## src/rtl/branch_predictor_pkg.sv

```systemverilog
// Shared definitions for the branch predictor: 2-bit counter states and PC step.
package branch_predictor_pkg;
  typedef enum logic [1:0] {
    STRONG_NT = 2'b00,
    WEAK_NT   = 2'b01,
    WEAK_T    = 2'b10,
    STRONG_T  = 2'b11
  } bp_ctr_t;

  localparam int BP_PC_STEP = 4;
endpackage

```

## src/rtl/bp_sat_counter.sv

```systemverilog
// Next-state function of a 2-bit saturating direction counter.
module bp_sat_counter
  import branch_predictor_pkg::*;
(
  input  bp_ctr_t i_cur,
  input  logic    i_taken,
  output bp_ctr_t o_next
);
  always_comb begin
    o_next = i_cur;
    if (i_taken) begin
      if (i_cur != STRONG_T) o_next = bp_ctr_t'(i_cur + 2'd1);
    end else begin
      if (i_cur != STRONG_NT) o_next = bp_ctr_t'(i_cur - 2'd1);
    end
  end
endmodule

```

## src/rtl/branch_predictor.sv

```systemverilog
// Dynamic branch predictor: 2-bit counter BHT plus direct-mapped BTB, with
// combinational lookup at IF and resolution/training at ID.
module branch_predictor
  import branch_predictor_pkg::*;
#(
  parameter int DATA_WIDTH = 32,
  parameter int ENTRIES    = 16
) (
  input  logic                  clk,
  input  logic                  rstN,
  input  logic [DATA_WIDTH-1:0] if_pc,
  output logic                  pred_taken,
  output logic [DATA_WIDTH-1:0] pred_target,
  input  logic                  id_is_branch,
  input  logic                  id_stall,
  input  logic [DATA_WIDTH-1:0] id_pc,
  input  logic                  id_taken,
  input  logic [DATA_WIDTH-1:0] id_target,
  input  logic                  id_pred_taken,
  input  logic [DATA_WIDTH-1:0] id_pred_target,
  output logic                  redirect,
  output logic [DATA_WIDTH-1:0] redirect_pc,
  output logic [31:0]           perf_branches,
  output logic [31:0]           perf_mispredicts
);
  localparam int IDX_W = $clog2(ENTRIES);
  localparam int TAG_W = DATA_WIDTH - IDX_W - 2;

  logic                  r_valid  [ENTRIES];
  bp_ctr_t               r_ctr    [ENTRIES];
  logic [TAG_W-1:0]      r_tag    [ENTRIES];
  logic [DATA_WIDTH-1:0] r_target [ENTRIES];
  logic [31:0]           r_perf_br;
  logic [31:0]           r_perf_mis;

  logic [IDX_W-1:0]      w_if_idx;
  logic [TAG_W-1:0]      w_if_tag;
  logic [IDX_W-1:0]      w_id_idx;
  logic [TAG_W-1:0]      w_id_tag;
  logic                  w_id_hit;
  logic                  w_active;
  logic [DATA_WIDTH-1:0] w_id_pc_next;
  bp_ctr_t               w_ctr_next;
  logic                  w_unused;

  assign w_unused = ^{if_pc[1:0], id_pc[1:0]};

  assign w_if_idx = if_pc[IDX_W+1:2];
  assign w_if_tag = if_pc[DATA_WIDTH-1:IDX_W+2];
  assign w_id_idx = id_pc[IDX_W+1:2];
  assign w_id_tag = id_pc[DATA_WIDTH-1:IDX_W+2];

  // Lookup reads the registered tables, so same-cycle updates are not seen.
  assign pred_taken  = r_valid[w_if_idx] && (r_tag[w_if_idx] == w_if_tag) && r_ctr[w_if_idx][1];
  assign pred_target = r_target[w_if_idx];

  assign w_id_hit     = r_valid[w_id_idx] && (r_tag[w_id_idx] == w_id_tag);
  assign w_active     = !id_stall && (id_is_branch || id_pred_taken);
  assign w_id_pc_next = id_pc + DATA_WIDTH'(BP_PC_STEP);

  bp_sat_counter u_sat_counter (
    .i_cur   (r_ctr[w_id_idx]),
    .i_taken (id_taken),
    .o_next  (w_ctr_next)
  );

  always_comb begin
    redirect    = 1'b0;
    redirect_pc = w_id_pc_next;
    if (w_active) begin
      if (id_is_branch) begin
        if (id_taken && (!id_pred_taken || (id_pred_target != id_target))) begin
          redirect    = 1'b1;
          redirect_pc = id_target;
        end else if (!id_taken && id_pred_taken) begin
          redirect    = 1'b1;
        end
      end else begin
        // A predicted-taken non-branch is an alias: fall through to id_pc+4.
        redirect = 1'b1;
      end
    end
  end

  always_ff @(posedge clk or negedge rstN) begin
    if (!rstN) begin
      for (int i = 0; i < ENTRIES; i++) begin
        r_valid[i] <= 1'b0;
        r_ctr[i]   <= WEAK_NT;
      end
      r_perf_br  <= '0;
      r_perf_mis <= '0;
    end else begin
      if (w_active) begin
        if (id_is_branch) begin
          if (w_id_hit) begin
            r_ctr[w_id_idx] <= w_ctr_next;
          end else if (id_taken) begin
            r_valid[w_id_idx] <= 1'b1;
            r_ctr[w_id_idx]   <= WEAK_T;
          end
        end else begin
          r_valid[w_id_idx] <= 1'b0;
        end
      end
      if (w_active && id_is_branch && (r_perf_br != 32'hFFFF_FFFF))
        r_perf_br <= r_perf_br + 32'd1;
      if (redirect && (r_perf_mis != 32'hFFFF_FFFF))
        r_perf_mis <= r_perf_mis + 32'd1;
    end
  end

  // Tag/target payload is gated by valid, so it needs no reset.
  always_ff @(posedge clk) begin
    if (w_active && id_is_branch && id_taken) begin
      r_target[w_id_idx] <= id_target;
      r_tag[w_id_idx]    <= w_id_tag;
    end
  end

  assign perf_branches    = r_perf_br;
  assign perf_mispredicts = r_perf_mis;
endmodule

```

## config.mk

```make
export PLATFORM = sky130hd
export DESIGN_NAME = branch_predictor
export DESIGN_NICKNAME = d
export VERILOG_FILES = /design/src/rtl/branch_predictor_pkg.sv /design/src/rtl/bp_sat_counter.sv /design/src/rtl/branch_predictor.sv
export SDC_FILE = /design/constraint.sdc
export NUM_CORES = 1
export LEC_CHECK = 0
export CORE_UTILIZATION = 36
export DETAILED_ROUTE_END_ITERATION = 12
export GPL_TIMING_DRIVEN = 0
export PLACE_DENSITY = 0.58
export SYNTH_ARGS = -nofsm -noshare
export SYNTH_HDL_FRONTEND = slang
export SYNTH_SLANG_ARGS = --single-unit
```

## constraint.sdc

```tcl
create_clock -name clk -period 4.9 [get_ports clk]
set_input_delay 1.225 -clock clk [delete_from_list [all_inputs] [get_ports clk]]
set_output_delay 1.225 -clock clk [all_outputs]
set_load 0.005 [all_outputs]
```

Word-level counts from Yosys, hierarchy flattened:

Memory sizes are Yosys's and may differ from the RTL's.
Index checks and enable logic that the tools add are counted.

* output and inout bits: 130
* RAM bits: 928
* bits in latches: 0
* input port bits: 134
* register bits: 112
* memory bits (read-only): 0
* memories kept: 2
* logic and storage cells: 114

Memories
* r_target: words 16, width 32, rd ports 1, clocked after Yosys merged registers in 0, write ports 1, RTL line branch_predictor.sv:32 `logic [DATA_WIDTH-1:0] r_target [ENTRIES];`
* r_tag: words 16, width 26, rd ports 2, clocked after Yosys merged registers in 0, write ports 1, RTL line branch_predictor.sv:31 `logic [TAG_W-1:0] r_tag [ENTRIES];`

* order comparisons: 3
* multipliers: 0
* bitwise gates (word level): 8
* divide/modulo/power cells: 0
* add/subtract/negate cells: 5
* mux-type cells: 34
* equal/unequal tests: 8
* shift operators: 0
* reduce and logical (&&, ||, !) cells: 20

Operators by type and width (count)
* 32-bit two-way mux: 5
* 32-bit by 1-bit adder with 32-bit output (second input constant): 2
* 32-bit inequality test (second input constant): 2
* 26-bit equality test: 2
* 16-bit two-way mux: 3
* 32-bit by 3-bit adder with 32-bit output (second input constant): 1
* 16-bit bitwise AND: 2
* 32-bit bitwise mux: 1
* 32-bit inequality test: 1
* 16-bit inverter: 2
* 16-bit OR: 2
* 2-bit binary-select mux with 4-bit select: 2
* 2-bit two-way mux: 8
* 1-bit logical AND: 11
* 1-bit two-way mux: 11
* 5-bit >= comparator (second input constant): 2
* 4-bit inverter with 5-bit output: 2
* 1-bit binary-select mux with 4-bit select: 2
* 2-bit demux with 4-bit select: 1
* 3-bit AND reduction: 2
* 5-bit by 1-bit < comparator with 1-bit output (second input constant): 1
* 1-bit demux with 4-bit select: 1
* 2-bit inequality test (second input constant): 2
* 2-bit nonzero test: 2
* 5 further kinds: 8

Longest topological paths before layout:

* depth in word-level cells: 9
* depth in mapped cells: 16
* mapped depth without buffers: 10

Modules after synthesis:

A second synthesis with hierarchy kept.

* cell total of the unflattened synthesis: 2464
* area total of the unflattened synthesis: 46433.3 um2

Modules (own cells, without submodules)
* branch_predictor: area each 46407.0 um2, seq. area each 30689.4 um2, times used 1, cells each 2461
* bp_sat_counter: area each 26.3 um2, seq. area each 0.0 um2, times used 1, cells each 3

Worst setup path before layout:

No wires, ideal clock.

* kind: input to register
* from: in id_pc[5]
* to: mem r_tag[11][0] in the netlist's numbering, enable pin
* cell stages on the path: 10
* setup time: 0.474 ns
* buffers on the path: 7
* path slack: -0.869 ns
* arrival time: 5.295 ns
* data required time: 4.426 ns
* cell sequence: buf_2 > buf_4 > buf_6 > buf_2 > buf_2 > buf_2 > nor2b_1 > clkbuf_1 > nand2_1 > nor2_1

RTL lines
* from (decl): RTL line branch_predictor.sv:16 `input logic [DATA_WIDTH-1:0] id_pc,`
* to (decl): RTL line branch_predictor.sv:31

Straight into the memory's write port.

Worst setup path in the final report:

* from: in if_pc[3]
* to: out pred_taken

* longest elaborated chain between the ends: 6

Ends and longest elaborated chain
* from (decl): RTL line branch_predictor.sv:11 `input logic [DATA_WIDTH-1:0] if_pc,`
* parallel branches: the longest is 5 deep, another holds memory read 16 x 26 bit
* 1-bit logical AND *: RTL line branch_predictor.sv:54 `assign pred_taken = r_valid[w_if_idx] && (r_tag[w_if_idx] == w_if_tag) && r_ctr[w_if_idx][1];`
* to (decl): RTL line branch_predictor.sv:12 `output logic pred_taken,`

Mark *: on every way between the ends. The select of a mux whose other input is x is not followed.

==> impl_metrics.toml <==
[power]
finalPower_mw = 20.4
leakagePower_nw = 19.1
peakVddDrop_v = 0.000262
p_per_area_nw_per_um2 = 355

[clocking]
clk_path_buf_depth = 3
cts.sinks = 1040
cts_tree = "built"
cts.clk_slew.worst_paths_ns = 0.06
cts_made_buffers = 106
clk_latency_ns = 0.71
htreeDepth = 3
cts_root_buf = "clkbuf_16"

[die]
die_area_sq_um = 130000
core-area_sq_um = 128000
die_h_um = 361
initial_core_util = 0.363
die_w_um = 361
io_pins = 264
fp-row-count = 131

[sta]
setup_tns_ns = -1.56
slew_headroom = 0.120
tightest_slew_ns = 1.32
period_share = 1.04
rsz0062_at_grt = "yes"
final_hold_viol_count = 0
skew_ns = 0.0342
fin_ws_ns = -0.209
holdWs_ns = 0.491
period_needed_ns = 5.11
setup_viol = 27
maxSlewViolCount = 0
max_freq_mhz = 196

[routing]
wl_per_cell_um = 34.2
drc = 0
dr.first_iter.drc_count = 3637
via_per_inst = 6.01
wirelength_um = 161000
drt-pass1-iter-count = 5
antenna_left = 0
num_vias = 28300

[global_route]
grt_pass1_wl_um = 224000
grt_pass1_vias = 28400
grt_max_degree = 74
grt_usage = 0.246
overflow = 0
antenna_found_initial = 28

[finish]
drive_above_1_share = 0.321
final_common_cell = "edfxtp_1"
synthToLayoutAreaGrowth_pct = 23.8
stdcell_area_sq_um = 57400
nets = 3094
layout_common_cells = "edfxtp_1, mux4_2, clkdlybuf4s50_1"

[place]
portBuffers = 257
post-place-ws_ns = -2.88
routabilityCongestion = 0.945
hpwl_um = 112000
place_area_sq_um = 52400

[synth]
synth_top_family_by_area = "multiplexers"
synth-simple-area-share = 0.0416
synth_edf_count = 928
synth_compound_area_frac = 0.0358
ys_top_cells_by_area = "edfxtp_1, mux4_2, dfrtp_1, mux2i_1, xnor2_1"
synth_area_sq_um = 46400
synth_nets = 2640
yosys_warnings = 0
syn_avg_cell_area_sq_um = 18.5
yosys.area_share.adder = 0.00205
yosysSeqAreaShare = 0.662
yosysUniqueCellTypes = 78
synth_area_leader_cell = "edfxtp_1"
synth_top_area_share = 0.601
postSynthCellCount = 2500
synth-seq-cells = 1040
synth_async_sr_flop_share = 0.108
ys.flop_type = "edfxtp_1"
synthMuxAreaShare = 0.207
synth_xor_area_frac = 0.0321

[worst_setup_path]
crit_chain = "clkbuf_2 -> buf_12 -> clkbuf_16 -> mux4_2 -> mux4_2 -> xnor2_4 -> nand4_1 -> nor4_2 -> buf_2"
critPathMaxStageDelay_ns = 0.55
worstSetupStartpointType = "primary input"
required_ns = 3.67
critPathArrivalTime_ns = 3.88
cpMaxStageDelayCell = "mux4_2"
crit_path_max_fanout = 10
cp_common_cell = "mux4_2"
crit_type = "in2out"
reg2reg_depth = 10
worstSetupEndpointType = "output port"

[flow_run]
max-cap-violations = 0

[worst_hold_path]
min_path_cells = 2
hold_path.class = "reg2reg"

[status]
violations = "negative setup slack"
status = "finished, violations left"
==> stage by stage <==
stage          utilization  instances
4_1_cts              0.449       4697
3_3_place_gp         0.400       4419
2_1_floorplan            -       2500
6_report             0.450       4706
5_1_grt              0.450       4703
3_5_place_dp         0.410       4472
==> per-layer routing <==
layer  wire length (um)  up-vias  track usage
li1                   -    11200            -
met1              66400    15000        0.346
met2              73500     1710        0.380
met3              16000      314       0.0525
met4               5090       24       0.0778
met5                158        -            0
==> cell families after synthesis <==
family,count (synthesis)
DFF,1040
buffers and inverters,177
adders and majority gates,8
muxes,488
and+or+nand+nor,391
xor gates and xnor gates,170
AOI/OAI and AO/OA,226
==> critical path: cells and delay by family <==
family	cells	cell delay, ns
mux	2	0.95
buf+inv	4	0.74
xor+xnor	1	0.30
simple gates	2	0.64
==> registers in the layout, summed over array words and instances, names as in the netlist, named ones only <==
register and flops:
r_ctr 32, r_target 512, perf_branches 32, r_tag 416
perf_mispredicts 32
==> synth_stat cells (all sizes together), types with 6 or more instances <==
cell type / count
edfxtp: 928
mux4: 376
nor2: 114
mux2i: 97
dfrtp: 96
nand2: 88
xnor2: 86
xor2: 84
buf: 79
clkbuf: 72
nand3: 67
o21ai: 63
a21oi: 39
nand4: 27
inv: 26
a22oi: 19
a2bb2oi: 19
and3: 19
nor4: 19
o31ai: 18
dfstp: 16
mux2: 15
nor3: 14
o22ai: 11
a221oi: 8
nor2b: 8
o211ai: 8
and2: 7
a2111oi: 6
ha: 6
o2bb2ai: 6
==> worst paths after layout <==
path | from | slack (ns) | to
worst min-delay path | r_ctr[12] | 0.49 | r_ctr[12]
worst max-delay path | if_pc[3] | -0.21 | pred_taken
max in group asynchronous | rstN | 3.59 | r_ctr[22]
min in group asynchronous | rstN | 0.53 | perf_mispredicts[12]
worst max register to register | r_tag[10][19] | 1.19 | flip-flop
worst min register to register | r_ctr[12] | 0.49 | r_ctr[12]
==> what timing repair did <==
action,4_1_cts,5_1_grt
gates resized for setup,665,78
endpoints found under the setup margin,163,96
pin swaps,35,20
gates cloned,1,0
hold buffers,0,0
setup buffers,38,10
endpoints found under the hold margin,0,0
==> where the power goes <==
part	total, mW	internal [mW]	leakage (nW)	switching [mW]
clock	8.32	4.79	1.70	3.53
sequential	9.95	9.81	9.78	0.139
combinational	2.12	0.946	7.57	1.17
==> final cells by class <==
cell class	instances	area [sq um]
fillers	10800	70300
clock inverters	68	762
repair buffers	359	3910
diodes	5	12.5
plain buffers	138	1670
clock buffers	125	2780
flip-flops and latches	1040	30700
inverters	26	118
well taps	1662	2080
multi-input cells	1283	15400
Power figures use the tool's default switching activity.
==> patch (same settings) <==
Add an input register stage for `id_target`, without a reset; this delays it by one clock. The other inputs are not delayed to match.
--- a/src/rtl/branch_predictor.sv
+++ b/src/rtl/branch_predictor.sv
@@ -26,4 +26,10 @@
   localparam int IDX_W = $clog2(ENTRIES);
   localparam int TAG_W = DATA_WIDTH - IDX_W - 2;
+
+  logic [DATA_WIDTH-1:0] id_target_q;
+
+  always_ff @(posedge clk) begin
+    id_target_q <= id_target;
+  end
 
   logic                  r_valid  [ENTRIES];
@@ -70,7 +76,7 @@
     if (w_active) begin
       if (id_is_branch) begin
-        if (id_taken && (!id_pred_taken || (id_pred_target != id_target))) begin
+        if (id_taken && (!id_pred_taken || (id_pred_target != id_target_q))) begin
           redirect    = 1'b1;
-          redirect_pc = id_target;
+          redirect_pc = id_target_q;
         end else if (!id_taken && id_pred_taken) begin
           redirect    = 1'b1;
@@ -114,5 +120,5 @@
   always_ff @(posedge clk) begin
     if (w_active && id_is_branch && id_taken) begin
-      r_target[w_id_idx] <= id_target;
+      r_target[w_id_idx] <= id_target_q;
       r_tag[w_id_idx]    <= w_id_tag;
     end
Function: not settled (the Yosys comparison gave no result); the edit may change what the design does.
==> patch against the unedited design <==
- power grew 5.6%
- critical path type unchanged
- worst setup slack lost 0.25 ns
- count of clock-buffer cells in the layout grew 22
- sequential cell count grew 32
- clock skew grew 0.056 ns
- final cell count grew 3.5%
- largest power group unchanged
- wire length grew 1.0%
- synthesized area grew 1.4%
- critical path depth is the same
- register-to-register slack lost 0.35 ns
- the flow still finishes with violations (setup timing)
- design area grew 3.8%
- sequential power grew 5%
==> patch: results (changes against the unedited design) <==
metric;value;unit;change
count of input and output buffers;255;;was 257
area share of xor/xnor cells in the synthesized design;0.0332;;was 0.0321
run status;complete, but fails checks;;unchanged
compound-cell area share of the yosys netlist;0.0299;;was 0.0358
vias after detailed routing;28701;;was 28301
wire length of the first global-routing pass;225000;um;was 224000 um
time the worst path needs with I/O delays and setup;5.36;ns;was 5.11 ns
distinct cell type count after synthesis;77;;was 78
maximum VDD drop;0.327;mV;was 0.262 mV
post-DP HPWL;110000;um;was 112000 um
worst rel slew slack;0.154;;was 0.120
TritonRoute pass-1 iters;6;;was 5
met2 layer wire length in the routed design;77000;um;was 73500 um
fraction of power spent switching nets;0.237;;about the same
post-synthesis async set-or-reset flop share;0.104;;was 0.108
clock root buffer master;sky130_fd_sc_hd__clkbuf_16;;unchanged
number of nets in the synthesized netlist;2657;;was 2640
fillcell total;10935;;was 10775
maximum fanout along the worst path;5;;was 10
clock insertion delay at the later pin of the skew report;0.78;ns;was 0.71 ns
Max Clock Skew;0.0907;ns;was 0.0342 ns
RePlAce Congestion;0.980;;was 0.945
cell area after placement;0.0530;sq mm;was 0.0524 sq mm
DRT iter0 DRCs;3798;;was 3637
slowest stage delay, CP;0.51;ns;was 0.55 ns
number of buffers inserted by post-CTS setup repair;42;;was 38
largest registers in the final layout;r_target: 512 flops, r_tag: 416 flops;;unchanged
violated checks;setup timing;;unchanged
fraction of final layout cells sized beyond drive strength 1;0.344;;was 0.321
fin nets;3167;;was 3094
setup violators final;14;;was 27
final setup margin;-0.461;ns;was -0.209 ns
count of cells resized by post-cts repair;668;;was 665
M1 wire length;65300;um;was 66400 um
aggregate routed wire length;163000;um;was 161000 um
GRT Util Overall;0.244;;was 0.246
largest net degree at the start of global routing;63;;was 74
number of antenna violations at the first check in global routing;13;;was 28
static leakage power;20.3;nW;was 19.1 nW
post-synthesis mux area share;0.206;;was 0.207
worst endpoint data arrival time;4.14;ns;was 3.88 ns
top cells by area, synth;sky130_fd_sc_hd__edfxtp_1 (59%), sky130_fd_sc_hd__mux4_2 (17%), sky130_fd_sc_hd__dfrtp_1 (5.1%);;was sky130_fd_sc_hd__edfxtp_1 (60%), sky130_fd_sc_hd__mux4_2 (18%), sky130_fd_sc_hd__dfrtp_1 (5.2%)
==> patch: changes by cell type in the layout (fill, tap and decap cells not counted), moves of 18 or more <==
cell,before,now
sky130_fd_sc_hd__dlymetal6s2s_1,1,43
sky130_fd_sc_hd__nor2_1,81,39
sky130_fd_sc_hd__o21ai_1,36,0
sky130_fd_sc_hd__dlygate4sd2_1,29,5
sky130_fd_sc_hd__mux2_2,11,35
sky130_fd_sc_hd__o22ai_1,11,33
sky130_fd_sc_hd__buf_6,12,33
sky130_fd_sc_hd__clkbuf_16,112,132
sky130_fd_sc_hd__buf_4,63,81
==> patch: per-stage QoR <==
step	setup slack (ns)	hold slack, ns	setup TNS, ns	instances	utilization
floorplan	-0.281	0.442	-38.85	2517	-
global placement	-5.57	0.456	-4137.90	4514	0.400
detailed placement	-4.06	0.459	-513.78	4565	0.409
CTS	-0.524	0.468	-2.95	4826	0.455
global route	-0.452	0.487	-1.14	4870	0.460
finish	-0.461	0.468	-1.00	4870	0.460
==> patch: critical path, delay by kind of cell <==
kind / cells / cell delay [ns]
simple gates: 3 / 1.17
buf+inv: 3 / 0.51
xor+xnor: 1 / 0.19
mux: 2 / 1.02
==> patch: final cells by class <==
cell class,count,area (sq um),area share
tap,1742,2180,0.0366
antenna,2,5.00,0.0000840
timing repair buffer,400,4560,0.0765
multi-input combinational,1259,15500,0.261
sequential,1072,31400,0.526
buffer,148,1870,0.0314
inverter,32,131,0.00220
clock inverter,68,886,0.0149
clock buffer,147,3070,0.0514
==> patch: worst paths after layout <==
| path | start | endpoint | slack (ns) | depth (start not counted) |
|---|---|---|---|---|
| max | if_pc[2] | pred_taken | -0.46 | 9 |
| min | r_ctr[2] | r_ctr[2] | 0.47 | 2 |
| max reg2reg | r_tag[4][7] | flop | 0.84 | 10 |
| min reg2reg | r_ctr[2] | r_ctr[2] | 0.47 | 2 |
| max in group asynchronous | rstN | r_ctr[22] | 3.56 | 2 |
| min in group asynchronous | rstN | perf_mispredicts[15] | 0.51 | 1 |
==> patch: power groups by stage <==
stage	combinational, W	sequential [W]	clock [W]
finish	0.00213	0.0104	0.00905
global placement	0.00187	0.0105	0
detailed placement	0.00191	0.0105	0
global route	0.00221	0.0104	0.00952
CTS	0.00208	0.0103	0.00919
floorplan	0.000997	0.0104	0
==> patch: cells by family after synthesis <==
logic type / after synthesis
DFF: 1072
muxes: 494
and+or+nand+nor: 380
AOI/OAI and AO/OA: 200
buffers and inverters: 186
xor gates and xnor gates: 178
adders and majority gates: 7
==> patch: layer usage <==
layer / GRT usage / vias up
met3: 0.0584 / 301
met4: 0.0783 / 10
li1: - / 11381
met2: 0.391 / 1627
met1: 0.328 / 15382
met5: 0 / -
